## config.mk

```make
export PLATFORM = sky130hd
export DESIGN_NAME = mem_port_arbiter
export DESIGN_NICKNAME = d
export VERILOG_FILES = /design/src/rtl/mem_bus_pkg.sv /design/src/rtl/arb_prio_select.sv /design/src/rtl/mem_port_arbiter.sv
export SDC_FILE = /design/constraint.sdc
export NUM_CORES = 1
export LEC_CHECK = 0
export CAP_MARGIN = 20
export CORE_MARGIN = 8
export CORE_UTILIZATION = 40
export DETAILED_ROUTE_END_ITERATION = 7
export PLACE_DENSITY = 0.81
export SLEW_MARGIN = 40
export SYNTH_ARGS = -nofsm -noshare
export SYNTH_HDL_FRONTEND = slang
export SYNTH_HIERARCHICAL = 1
export SYNTH_SLANG_ARGS = --single-unit
```

## constraint.sdc

```tcl
create_clock -name clk_i -period 5.5 [get_ports clk_i]
set_clock_uncertainty 0.05 [all_clocks]
set_input_delay 1.1 -clock clk_i [delete_from_list [all_inputs] [get_ports clk_i]]
set_output_delay 1.1 -clock clk_i [all_outputs]
set_load 0.005 [all_outputs]
```

## src/rtl/mem_bus_pkg.sv

```systemverilog
`default_nettype none
// ============================================================================
// Module : mem_bus_pkg
// Brief  : Shared types and width defaults for the memory port arbiter.
// Rev    : 1.0
// ============================================================================
package mem_bus_pkg;

    localparam int ADDR_W_DEF = 32;
    localparam int DATA_W_DEF = 32;

    typedef enum logic [1:0] {
        IDLE    = 2'd0,
        REQ     = 2'd1,
        RD_WAIT = 2'd2
    } state_e;

    typedef enum logic [1:0] {
        OWN_IF = 2'd0,
        OWN_DR = 2'd1,
        OWN_DW = 2'd2
    } owner_e;

endpackage
`default_nettype wire

```

## src/rtl/arb_prio_select.sv

```systemverilog
`default_nettype none
// ============================================================================
// Module : arb_prio_select
// Brief  : Fixed-priority picker (dw > dr > if) with fetch starvation override.
// Rev    : 1.0
// ============================================================================
module arb_prio_select
    import mem_bus_pkg::*;
(
    input  logic   if_req_i,
    input  logic   dr_req_i,
    input  logic   dw_req_i,
    input  logic   lock_i,
    input  logic   starved_i,
    output logic   valid_o,
    output owner_e owner_o
);

    logic w_if_ok;

    // A held AMO lock hides fetch entirely, including its starvation override.
    assign w_if_ok = if_req_i & ~lock_i;

    always_comb begin
        valid_o = w_if_ok | dr_req_i | dw_req_i;
        owner_o = OWN_IF;
        if (w_if_ok && starved_i) begin
            owner_o = OWN_IF;
        end else if (dw_req_i) begin
            owner_o = OWN_DW;
        end else if (dr_req_i) begin
            owner_o = OWN_DR;
        end else begin
            owner_o = OWN_IF;
        end
    end

endmodule
`default_nettype wire

```

## src/rtl/mem_port_arbiter.sv

```systemverilog
`default_nettype none
// ============================================================================
// Module : mem_port_arbiter
// Brief  : Shares one single-port memory bus between fetch, load and store.
// Rev    : 1.0
// ============================================================================
module mem_port_arbiter
    import mem_bus_pkg::*;
#(
    parameter int ADDR_W     = ADDR_W_DEF,
    parameter int DATA_W     = DATA_W_DEF,
    parameter int STARVE_MAX = 8
) (
    input  logic                clk_i,
    input  logic                reset_i,
    input  logic                if_req_i,
    input  logic [ADDR_W-1:0]   if_addr_i,
    output logic                if_gnt_o,
    output logic                if_rvalid_o,
    input  logic                dr_req_i,
    input  logic [ADDR_W-1:0]   dr_addr_i,
    output logic                dr_gnt_o,
    output logic                dr_rvalid_o,
    input  logic                dw_req_i,
    input  logic [ADDR_W-1:0]   dw_addr_i,
    input  logic [DATA_W-1:0]   dw_wdata_i,
    input  logic [DATA_W/8-1:0] dw_wmask_i,
    output logic                dw_gnt_o,
    input  logic                d_lock_i,
    output logic [DATA_W-1:0]   rdata_o,
    output logic                mem_req_o,
    output logic                mem_we_o,
    output logic [ADDR_W-1:0]   mem_addr_o,
    output logic [DATA_W-1:0]   mem_wdata_o,
    output logic [DATA_W/8-1:0] mem_wmask_o,
    input  logic                mem_accept_i,
    input  logic                mem_rvalid_i,
    input  logic [DATA_W-1:0]   mem_rdata_i
);

    localparam int MASK_W = DATA_W / 8;
    localparam int CNT_W  = 8;

    state_e              state_q;
    owner_e              owner_q;
    logic [CNT_W-1:0]    starve_q, starve_d;
    logic                lock_q;
    logic                mem_req_q, mem_we_q;
    logic [ADDR_W-1:0]   mem_addr_q;
    logic [DATA_W-1:0]   mem_wdata_q, rdata_q;
    logic [MASK_W-1:0]   mem_wmask_q;
    logic                if_gnt_q, dr_gnt_q, dw_gnt_q, if_rv_q, dr_rv_q;

    logic   w_if_req, w_dr_req, w_dw_req, w_starved, w_win_valid;
    owner_e w_win_owner;

    // A request still high during its own gnt cycle has already been served.
    assign w_if_req  = if_req_i & ~if_gnt_q;
    assign w_dr_req  = dr_req_i & ~dr_gnt_q;
    assign w_dw_req  = dw_req_i & ~dw_gnt_q;
    assign w_starved = (starve_q == CNT_W'(STARVE_MAX));

    arb_prio_select u_sel (
        .if_req_i  (w_if_req),
        .dr_req_i  (w_dr_req),
        .dw_req_i  (w_dw_req),
        .lock_i    (lock_q),
        .starved_i (w_starved),
        .valid_o   (w_win_valid),
        .owner_o   (w_win_owner)
    );

    always_comb begin
        starve_d = starve_q;
        if (state_q == REQ && mem_accept_i && owner_q == OWN_IF) begin
            starve_d = '0;
        end else if (state_q == IDLE && w_if_req && !w_starved &&
                     !(w_win_valid && w_win_owner == OWN_IF)) begin
            starve_d = starve_q + 1'b1;
        end
    end

    always_ff @(posedge clk_i or negedge reset_i) begin
        if (!reset_i) begin
            state_q     <= IDLE;
            owner_q     <= OWN_IF;
            starve_q    <= '0;
            lock_q      <= 1'b0;
            mem_req_q   <= 1'b0;
            mem_we_q    <= 1'b0;
            mem_addr_q  <= '0;
            mem_wdata_q <= '0;
            mem_wmask_q <= '0;
            rdata_q     <= '0;
            if_gnt_q    <= 1'b0;
            dr_gnt_q    <= 1'b0;
            dw_gnt_q    <= 1'b0;
            if_rv_q     <= 1'b0;
            dr_rv_q     <= 1'b0;
        end else begin
            if_gnt_q <= 1'b0;
            dr_gnt_q <= 1'b0;
            dw_gnt_q <= 1'b0;
            if_rv_q  <= 1'b0;
            dr_rv_q  <= 1'b0;
            starve_q <= starve_d;
            case (state_q)
                IDLE: begin
                    if (!d_lock_i) lock_q <= 1'b0;
                    if (w_win_valid) begin
                        owner_q   <= w_win_owner;
                        mem_req_q <= 1'b1;
                        state_q   <= REQ;
                        case (w_win_owner)
                            OWN_IF: begin
                                mem_addr_q  <= if_addr_i;
                                mem_we_q    <= 1'b0;
                                mem_wdata_q <= '0;
                                mem_wmask_q <= '0;
                            end
                            OWN_DR: begin
                                mem_addr_q  <= dr_addr_i;
                                mem_we_q    <= 1'b0;
                                mem_wdata_q <= '0;
                                mem_wmask_q <= '0;
                            end
                            default: begin
                                mem_addr_q  <= dw_addr_i;
                                mem_we_q    <= 1'b1;
                                mem_wdata_q <= dw_wdata_i;
                                mem_wmask_q <= dw_wmask_i;
                            end
                        endcase
                    end
                end
                REQ: begin
                    if (mem_accept_i) begin
                        mem_req_q <= 1'b0;
                        mem_we_q  <= 1'b0;
                        case (owner_q)
                            OWN_IF: begin
                                if_gnt_q <= 1'b1;
                                state_q  <= RD_WAIT;
                            end
                            OWN_DR: begin
                                dr_gnt_q <= 1'b1;
                                if (d_lock_i) lock_q <= 1'b1;
                                state_q  <= RD_WAIT;
                            end
                            default: begin
                                dw_gnt_q <= 1'b1;
                                state_q  <= IDLE;
                            end
                        endcase
                    end
                end
                RD_WAIT: begin
                    if (mem_rvalid_i) begin
                        rdata_q <= mem_rdata_i;
                        if (owner_q == OWN_IF) if_rv_q <= 1'b1;
                        else                   dr_rv_q <= 1'b1;
                        state_q <= IDLE;
                    end
                end
                default: state_q <= IDLE;
            endcase
        end
    end

    assign if_gnt_o    = if_gnt_q;
    assign dr_gnt_o    = dr_gnt_q;
    assign dw_gnt_o    = dw_gnt_q;
    assign if_rvalid_o = if_rv_q;
    assign dr_rvalid_o = dr_rv_q;
    assign rdata_o     = rdata_q;
    assign mem_req_o   = mem_req_q;
    assign mem_we_o    = mem_we_q;
    assign mem_addr_o  = mem_addr_q;
    assign mem_wdata_o = mem_wdata_q;
    assign mem_wmask_o = mem_wmask_q;

endmodule
`default_nettype wire

```

==> flow_metrics.env, run 1 <==
export IMPL_status="finished, final reports clean"
export IMPL_rsz0062_at_grt="no"
export IMPL_max_stage_delay_ps=520
export IMPL_antenna_found_initial=0
export IMPL_critPathTopFamily="simple AND/OR/NAND/NOR gates"
export IMPL_p_comb_share_pct=39.8
export IMPL_rr_startpoint="starve_q[0]$_DFFE_PN0P_"
export IMPL_slowest_stage="or4_1"
export IMPL_leakagePower_nw=3.934
export IMPL_arrival_ps=3800
export IMPL_clkSinkCount=120
export IMPL_synth_top_cell_by_area="dfrtp_1"
export IMPL_cap_violations=0
export IMPL_initial_core_util_pct=40.67
export IMPL_synth_common_cells="dfrtp_1, nand2_1, nand3_1, nor2_1, o21ai_0"
export IMPL_clock_path_buffers=2
export IMPL_ctsHoldBuffers=0
export IMPL_power_density_nw_per_um2=507.2
export IMPL_slew_violations=0
export IMPL_seqPwrFrac_pct=33.8
export IMPL_cts_root_buf="clkbuf_16"
export IMPL_layout_drive_gt1_share_pct=8.813
export IMPL_clk_pin_slew_worst_paths_ps=50
export IMPL_cts_inserted_buffers=17
export IMPL_antenna_cells=0
export IMPL_min_to="mem_wdata_o[7]$_DFFE_PN0P_"
export IMPL_whs_path_depth=2
export IMPL_placed_cell_area_um2=8274
export IMPL_netlist_area_um2=5343
export IMPL_cts_tree="yes"
export IMPL_synthTopCellsByArea="dfrtp_1, nand2_1, mux2_2, mux2i_1, nand3_1"
export IMPL_swShare_pct=30.62
export IMPL_hpwl_um=12900
export IMPL_synth_top_area_share_pct=56.21
export IMPL_slew_headroom_pct=48.93
export IMPL_async_flop_share_pct=100.0
export IMPL_drc=0
export IMPL_r2r_end="starve_q[6]$_DFFE_PN0P_"
export IMPL_fin_crit_ps=3548
export IMPL_clock_fmax_mhz=281.8
export IMPL_grt_overflow_total=0
export IMPL_whs_ps=412.3
export IMPL_track_usage_pct=19.80
export IMPL_grt_pass1_vias=5249
export IMPL_postCtsSetupBuffers=0
export IMPL_vias=4860
export IMPL_required_ps=5750
export IMPL_firstDrtPassIters=5
export IMPL_num_rows=42
export IMPL_grt_pass1_wl_um=27460
export IMPL_portBuffers=278
export IMPL_synthToLayoutAreaGrowth_pct=66.84
export IMPL_worst_setup_path_start_kind="input pin"
export IMPL_routed_wl_um=17070
export IMPL_h_tree_depth=4
export IMPL_place_congestion=0.8526
export IMPL_regToRegSetupSlack_ps=2190
export IMPL_ys_flop_type="dfrtp_1"
export IMPL_final_area_um2=8914
export IMPL_dieArea_um2=17310
export IMPL_p_int_mw=3.137
export IMPL_peakVddDrop_mv=0.2475
export IMPL_hp_start="mem_wdata_o[7]$_DFFE_PN0P_"
export IMPL_final_hold_viol_count=0
export IMPL_worst_slew_pin_slew_ps=759.8
export IMPL_power_mw=4.521
export IMPL_synth_cell_types=34
export IMPL_synth_avg_cell_area_um2=9.912
export IMPL_ioPinCount=279
export IMPL_cts_resized=0
export IMPL_drtIter0Drc=210
export IMPL_insertion_delay_ps=400
export IMPL_viasPerCell=4.894
export IMPL_ys_ff_latch=120
export IMPL_yosysMostFrequentCell="dfrtp_1"
export IMPL_grt_max_degree=104
export IMPL_ant_nets=0
export IMPL_die_width_um=131.6
export IMPL_fin_tns_setup_ps=0
export IMPL_min_path_type="register to register"
export IMPL_fp_dieH_um=131.6
export IMPL_fin_nets=979
export IMPL_crit_type="input pin to register"
export IMPL_synth_edf_count=0
export IMPL_netSwitchingPower_mw=1.384
export IMPL_synth_nets=713
export IMPL_final_util_pct=67.85
export IMPL_critical_path_cell_chain="clkdlybuf4s50_1 -> nor2b_1 -> and3b_1 -> nor3b_4 -> buf_4 -> nor3b_1 -> or2_1 -> or4_1 -> a21oi_1"
export IMPL_period_share_pct=64.52
export IMPL_critical_path_buf_inv_count=2
export IMPL_wl_per_cell_um=17.19
export IMPL_cp_end_kind="register"
export IMPL_coreArea_um2=13140
export IMPL_netlist_instances=539
export IMPL_ys_warn_count=6
export IMPL_reg2reg_depth=11
export IMPL_clkPwrFrac_pct=26.3
export IMPL_ys_seq_area_share_pct=56.21
export IMPL_worstPathMaxFanout=34
export IMPL_final_setup_viol_count=0
## per-layer routing
metal / GRT usage, % / share of wire (%) / routed length [um] / up-vias
li1: - / - / - / 2359
met1: 20.01 / 38 / 6505 / 2276
met2: 35.51 / 51 / 8769 / 190
met3: 7.660 / 7.6 / 1302 / 35
met4: 8.743 / 2.9 / 497 / 0
met5: 0 / 0 / 0 / -
## how the worst max path moves through the flow
stage               startpoint                      end  slack (ps)  cells after the start
finish                if_req_i  starve_q[6]$_DFFE_PN0P_        1950                      9
global route          if_req_i  starve_q[6]$_DFFE_PN0P_        1840                      9
CTS                   if_req_i  starve_q[6]$_DFFE_PN0P_        1950                      9
detailed placement    if_req_i  starve_q[6]$_DFFE_PN0P_        1560                      9
global placement      if_req_i  starve_q[7]$_DFFE_PN0P_        1710                      9
floorplan             if_req_i  starve_q[7]$_DFFE_PN0P_        2500                      9
## layout make-up
class,count,area [um^2]
Clock inverter,8,168.9
Fill cell,988,4224
Multi-Input combinational cell,376,2200
Inverter,7,26.28
Timing Repair Buffer,283,2828
Clock buffer,23,467.9
Tap cell,176,220.2
Sequential cell,120,3003
## cells by family after synthesis
logic type      synth area share [%]
fa+ha+maj                     0.4683
mux                            13.11
simple gates                   18.74
flops                          56.21
compound gates                 8.009
buf+inv                        3.302
xor+xnor                      0.1640
## worst min-delay path, stage by stage (launching register included)
cell and delay [ps]:
dfrtp_1 340, nand2_1 50, nand2_1 40
## flip-flops by register name, indices dropped and copies added, names as in the netlist, 2 cells and up
name and count:
starve_q 8, rdata_o 32, mem_addr_o 32, owner_q 2, mem_wmask_o 4, mem_wdata_o 32, state_q 2
## power groups by stage
stage	combinational (mW)	sequential [mW]	clock (mW)
final	1.80	1.53	1.19
after global routing	1.98	1.58	1.26
after CTS	1.83	1.53	1.21
after detailed placement	1.82	1.54	0
after global placement	1.77	1.51	0
after floorplan	0.719	1.53	0
## metrics by stage
stage          setup slack [ps]  cells
6_report                   1952    993
5_1_grt                    1842    993
4_1_cts                    1951    993
3_5_place_dp               1556    962
3_3_place_gp               1712    962
2_1_floorplan              2501    539
## placed cells by master (no fill, tap or decap), drive strengths merged, types with 2 or more instances in the layout
| cell | count |
|---|---|
| clkdlybuf4s50 | 277 |
| dfrtp | 120 |
| nand2 | 119 |
| nand3 | 42 |
| nor2 | 40 |
| o21ai | 37 |
| mux2i | 34 |
| a21oi | 34 |
| mux2 | 32 |
| clkbuf | 24 |
| inv | 7 |
| bufinv | 5 |
| nor2b | 5 |
| buf | 5 |
| nor3b | 4 |
| nand2b | 3 |
| o211ai | 3 |
| or4 | 3 |
| clkinv | 3 |
| a31o | 2 |
| o31ai | 2 |
| ha | 2 |
| nor4 | 2 |
No activity file was read; power rests on OpenSTA's default activity.
==> inputs of run 2 (changes only) <==
==> constraint.sdc (replaced) <==
create_clock -name clk_i -period 3.7 [get_ports clk_i]
set_clock_uncertainty 0.05 [all_clocks]
set_input_delay 0.74 -clock clk_i [delete_from_list [all_inputs] [get_ports clk_i]]
set_output_delay 0.74 -clock clk_i [all_outputs]
set_load 0.005 [all_outputs]
==> run 2 against run 1 <==
  * Wire length grew 0.95%
  * Sequential power grew 50%
  * Combinational power grew 49%
  * Clock power grew 45%
  * Global-route usage grew 0.21 points
  * Flip-flop and latch count is the same
  * Critical path depth shrank 1
  * Power grew 48%
  * Non-clock buffer count grew 3
  * First-iteration DRC count grew 25%
  * Setup slack lost 980 ps
==> flow_metrics.env, run 2 (synthesis results as in run 1) <==
export IMPL_fin_nets=982
export IMPL_place_congestion=0.7728
export IMPL_final_cells=996
export IMPL_final_area_um2=8925
export IMPL_final_cell_mix="clkdlybuf4s50_1, dfrtp_1, nand2_1"
export IMPL_cts_root_buf="clkbuf_16"
export IMPL_dp_cells=965
export IMPL_m1WireLength_um=6504
export IMPL_grt_pass1_vias=5400
export IMPL_dr_max_layer_used="met4"
export IMPL_cts_inserted_buffers=17
export IMPL_min_path_type="input pin to asynchronous set/reset pin"
export IMPL_ant_nets=0
export IMPL_track_usage_pct=20.01
export IMPL_power_density_nw_per_um2=751.1
export IMPL_cp_end_kind="register"
export IMPL_grt_max_degree=102
export IMPL_grt_pass1_wl_um=27950
export IMPL_num_rows=42
export IMPL_routed_wl_um=17240
export IMPL_initial_core_util_pct=40.67
export IMPL_dpl_worst_slack_ps=581.7
export IMPL_fin_crit_ps=2730
export IMPL_hpwl_um=13400
export IMPL_ioPinCount=279
export IMPL_status="finished, final reports clean"
export IMPL_route_met3_wl_um=1468
export IMPL_cts_resized=0
export IMPL_whs_ps=285.1
export IMPL_clock_fmax_mhz=366.4
export IMPL_worstPathMaxFanout=89
export IMPL_viasPerCell=4.923
export IMPL_layout_drive_gt1_share_pct=9.512
export IMPL_dieArea_um2=17310
export IMPL_grt_overflow_total=0
export IMPL_fin_tns_setup_ps=0
export IMPL_placed_cell_area_um2=8299
export IMPL_synthToLayoutAreaGrowth_pct=67.05
export IMPL_peakVddDrop_mv=0.3089
export IMPL_fp_dieH_um=131.6
export IMPL_regToRegSetupSlack_ps=1070
export IMPL_die_width_um=131.6
export IMPL_insertion_delay_ps=400
export IMPL_cts_tree="yes"
export IMPL_crit_type="input pin to register"
export IMPL_slew_headroom_pct=47.61
export IMPL_setup_ws_ps=970.4
export IMPL_postCtsSetupBuffers=0
export IMPL_final_common_cell="clkdlybuf4s50_1"
export IMPL_h_tree_depth=4
export IMPL_final_hold_viol_count=0
export IMPL_required_ps=3940
export IMPL_period_share_pct=73.77
export IMPL_rsz0062_at_grt="no"
export IMPL_wl_per_cell_um=17.31
export IMPL_slew_violations=0
export IMPL_clock_path_buffers=2
export IMPL_arrival_ps=2970
export IMPL_leakagePower_nw=3.939
export IMPL_clk_pin_slew_worst_paths_ps=60
export IMPL_firstDrtPassIters=7
export IMPL_antenna_cells=0
export IMPL_drc=0
export IMPL_final_setup_viol_count=0
export IMPL_ctsHoldBuffers=0
export IMPL_clkSinkCount=120
export IMPL_cap_violations=0
export IMPL_coreArea_um2=13140
export IMPL_worst_setup_path_start_kind="input pin"
export IMPL_drtIter0Drc=263
export IMPL_worst_slew_pin_slew_ps=785.8
export IMPL_antenna_found_initial=0
export IMPL_vias=4903
export IMPL_wl_met2_um=8886
export IMPL_portBuffers=278
## run 2: cell count changes in the layout (fill, tap and decap cells not counted), moves of 2 or more
cell	change
inv_6	+2
clkbuf_8	-3
clkbuf_1	-4
buf_12	+2
clkinvlp_4	+3
buf_4	+3
clkinv_4	+3
## run 2: layout make-up
| class | instances | area, um^2 |
|---|---|---|
| timing repair buffer | 286 | 2865 |
| multi-input combinational | 376 | 2185 |
| inverter | 7 | 26.28 |
| tap | 176 | 220.2 |
| sequential | 120 | 3003 |
| clock buffer | 17 | 425.4 |
| clock inverter | 14 | 200.2 |
| fill | 1015 | 4213 |
## run 2: per-layer routing
metal	track usage (%)	vias up
met5	0	-
met4	7.849	0
met1	20.64	2306
met3	8.194	31
met2	35.48	193
li1	-	2373
## run 2: path summary, 6_finish.rpt
check                                           start  cells past startpoint                           to
max reg2reg                   starve_q[0]$_DFFE_PN0P_                     10      starve_q[2]$_DFFE_PN0P_
min reg2reg                mem_wdata_o[1]$_DFFE_PN0P_                      2   mem_wdata_o[1]$_DFFE_PN0P_
max                                          if_req_i                      8  mem_wdata_o[10]$_DFFE_PN0P_
min                                           reset_i                      1        if_rvalid_o$_DFF_PN0_
max in group asynchronous                     reset_i                      2   mem_addr_o[13]$_DFFE_PN0P_
min in group clk_i         mem_wdata_o[1]$_DFFE_PN0P_                      2   mem_wdata_o[1]$_DFFE_PN0P_
## run 2: power breakdown
group          internal, mW  leakage (nW)  total, mW  switching, mW
logic                  1.53          2.12       2.68           1.15
clock network          1.13         0.296       1.73          0.602
registers              1.91          1.52       2.29          0.373
## run 2: through the flow
stage	util (%)	power [mW]
2_1_floorplan	-	3.346
3_3_place_gp	63.17	4.906
3_5_place_dp	63.17	5.023
4_1_cts	67.93	6.791
5_1_grt	67.93	7.145
6_report	67.93	6.703
## run 2: critical path, stage by stage
cell and delay (ps):
clkdlybuf4s50_1 470, nor2b_1 160, inv_1 50, o21ai_0 420, nand2_4 560, buf_4 400
nand2_1 100, nand2_1 50
==> inputs of run 3 (changes only) <==
==> constraint.sdc (replaced) <==
create_clock -name clk_i -period 2.8 [get_ports clk_i]
set_clock_uncertainty 0.05 [all_clocks]
set_input_delay 0.56 -clock clk_i [delete_from_list [all_inputs] [get_ports clk_i]]
set_output_delay 0.56 -clock clk_i [all_outputs]
set_load 0.005 [all_outputs]
==> run 3 against run 2 <==
  * Largest power group unchanged
  * Final cell count rose by 1.1%
  * Die area did not move
  * Flip-flop and latch count did not move
  * Non-clock buffer count rose by 10
  * Largest cell class unchanged
==> flow_metrics.env, run 3 (synthesis results as in run 1) <==
export IMPL_status="finished, final reports clean"
export IMPL_arrival_ps=2850
export IMPL_clkSinkCount=120
export IMPL_routed_wl_um=17840
export IMPL_fin_crit_ps=2588
export IMPL_final_cell_mix="clkdlybuf4s50_1, dfrtp_1, nand2_1"
export IMPL_worst_setup_path_start_kind="register"
export IMPL_clock_path_buffers=2
export IMPL_critical_path_cell_chain="inv_1 -> ha_1 -> nand4bb_1 -> nor4_2 -> and3b_1 -> nor2b_4 -> nor3b_1 -> or2_1 -> buf_4 -> o211ai_1 -> o21ai_0"
export IMPL_synthToLayoutAreaGrowth_pct=69.79
export IMPL_worst_slew_pin_slew_ps=577.0
export IMPL_power_density_nw_per_um2=1003
export IMPL_required_ps=3060
export IMPL_cts_tree="yes"
export IMPL_max_stage_delay_ps=430
export IMPL_leakagePower_nw=4.018
export IMPL_seqPwrFrac_pct=33.3
export IMPL_place_congestion=0.7875
export IMPL_clk_pin_slew_worst_paths_ps=50
export IMPL_worstPathMaxFanout=8
export IMPL_ant_nets=0
export IMPL_portBuffers=278
export IMPL_dp_cells=974
export IMPL_num_rows=42
export IMPL_fin_nets=992
export IMPL_hpwl_um=13520
export IMPL_setup_ws_ps=211.9
export IMPL_h_tree_depth=4
export IMPL_dpl_worst_slack_ps=48.06
export IMPL_track_usage_pct=20.42
export IMPL_fp_dieH_um=131.6
export IMPL_antenna_cells=0
export IMPL_die_width_um=131.6
export IMPL_clock_fmax_mhz=386.4
export IMPL_final_util_pct=69.05
export IMPL_cts_root_buf="clkbuf_16"
export IMPL_insertion_delay_ps=410
export IMPL_slowest_stage="dfrtp_1"
export IMPL_final_area_um2=9071
export IMPL_slew_headroom_pct=61.54
export IMPL_grt_max_degree=102
export IMPL_viasPerCell=4.954
export IMPL_swShare_pct=31.10
export IMPL_p_int_mw=6.267
export IMPL_cap_violations=0
export IMPL_cp_end_kind="register"
export IMPL_placed_cell_area_um2=8392
export IMPL_coreArea_um2=13140
export IMPL_drtIter0Drc=291
export IMPL_cts_inserted_buffers=17
export IMPL_min_path_type="register to register"
export IMPL_p_comb_share_pct=40.1
export IMPL_crit_type="register to register"
export IMPL_vias=4989
export IMPL_final_cells=1007
export IMPL_grt_pass1_wl_um=28410
export IMPL_regToRegSetupSlack_ps=210
export IMPL_grt_overflow_total=0
export IMPL_clkPwrFrac_pct=26.7
export IMPL_final_common_cell="clkdlybuf4s50_1"
export IMPL_final_hold_viol_count=0
export IMPL_ioPinCount=279
export IMPL_peakVddDrop_mv=0.6322
export IMPL_slew_violations=0
export IMPL_grt_pass1_vias=5375
export IMPL_drc=0
export IMPL_wl_per_cell_um=17.71
export IMPL_dieArea_um2=17310
export IMPL_whs_path_depth=2
export IMPL_firstDrtPassIters=4
export IMPL_final_setup_viol_count=0
export IMPL_reg2reg_depth=11
export IMPL_layout_drive_gt1_share_pct=10.59
export IMPL_netSwitchingPower_mw=2.829
export IMPL_initial_core_util_pct=40.67
export IMPL_period_share_pct=92.43
export IMPL_antenna_found_initial=0
[run 3: cell count changes in the layout (fill, tap and decap cells not counted), moves of 2 or more]
cell / change
clkbuf_8: +3
buf_4: +7
buf_12: +2
clkinv_4: -3
[run 3: per-layer routing]
layer  vias up  routed length [um]  global-route usage [%]
li1       2386                   -                       -
met1      2375                6695                   20.96
met2       188                9196                   35.94
met3        40                1408                   7.927
met4         0                 539                   9.636
met5         -                   0                       0
[run 3: per-stage QoR]
| stage | hold slack [ps] | setup TNS, ps | total power, mW |
|---|---|---|---|
| after floorplan | 214.4 | 0 | 4.421 |
| after detailed placement | 404.3 | 0 | 6.704 |
| after CTS | 416.1 | 0 | 9.187 |
| final | 413.7 | 0 | 9.096 |
| after global routing | 434.8 | -1.444 | 9.647 |
| after global placement | 399.7 | 0 | 6.549 |
[run 3: power groups by stage]
stage / sequential [mW] / clock [mW] / combinational [mW]
after detailed placement: 3.03 / 0 / 3.67
after global routing: 3.13 / 2.53 / 3.99
after global placement: 2.98 / 0 / 3.57
final: 3.03 / 2.42 / 3.64
after CTS: 3.02 / 2.46 / 3.71
after floorplan: 3.01 / 0 / 1.41
[run 3: critical path, delay by kind of cell (launching register included)]
kind | cells | cell delay [ps]
compound gates | 2 | 180
fa+ha+maj | 1 | 160
flops | 1 | 430
buf+inv | 2 | 260
simple gates | 6 | 1410
[run 3: cell type report]
class | count | area, um^2
fill | 964 | 4066
sequential | 120 | 3003
timing repair buffer | 296 | 2968
multi-input combinational | 376 | 2191
clock buffer | 21 | 470.5
tap | 176 | 220.2
clock inverter | 11 | 192.7
inverter | 7 | 26.28
[run 3: what timing repair did]
| action | in CTS | in global routing |
|---|---|---|
| setup endpoints to repair | 0 | 3 |
| hold buffers | 1 | 0 |
| resized for setup | 0 | 1 |
| buffers inserted | 0 | 0 |
| endpoints found under the hold margin | 17 | 0 |
[run 3: worst paths after layout]
kind	end	from
max reg2reg	starve_q[0]$_DFFE_PN0P_	starve_q[0]$_DFFE_PN0P_
max in group asynchronous	mem_addr_o[1]$_DFFE_PN0P_	reset_i
min in group asynchronous	if_rvalid_o$_DFF_PN0_	reset_i
max	starve_q[0]$_DFFE_PN0P_	starve_q[0]$_DFFE_PN0P_
min reg2reg	mem_wdata_o[22]$_DFFE_PN0P_	mem_wdata_o[22]$_DFFE_PN0P_
min	mem_wdata_o[22]$_DFFE_PN0P_	mem_wdata_o[22]$_DFFE_PN0P_
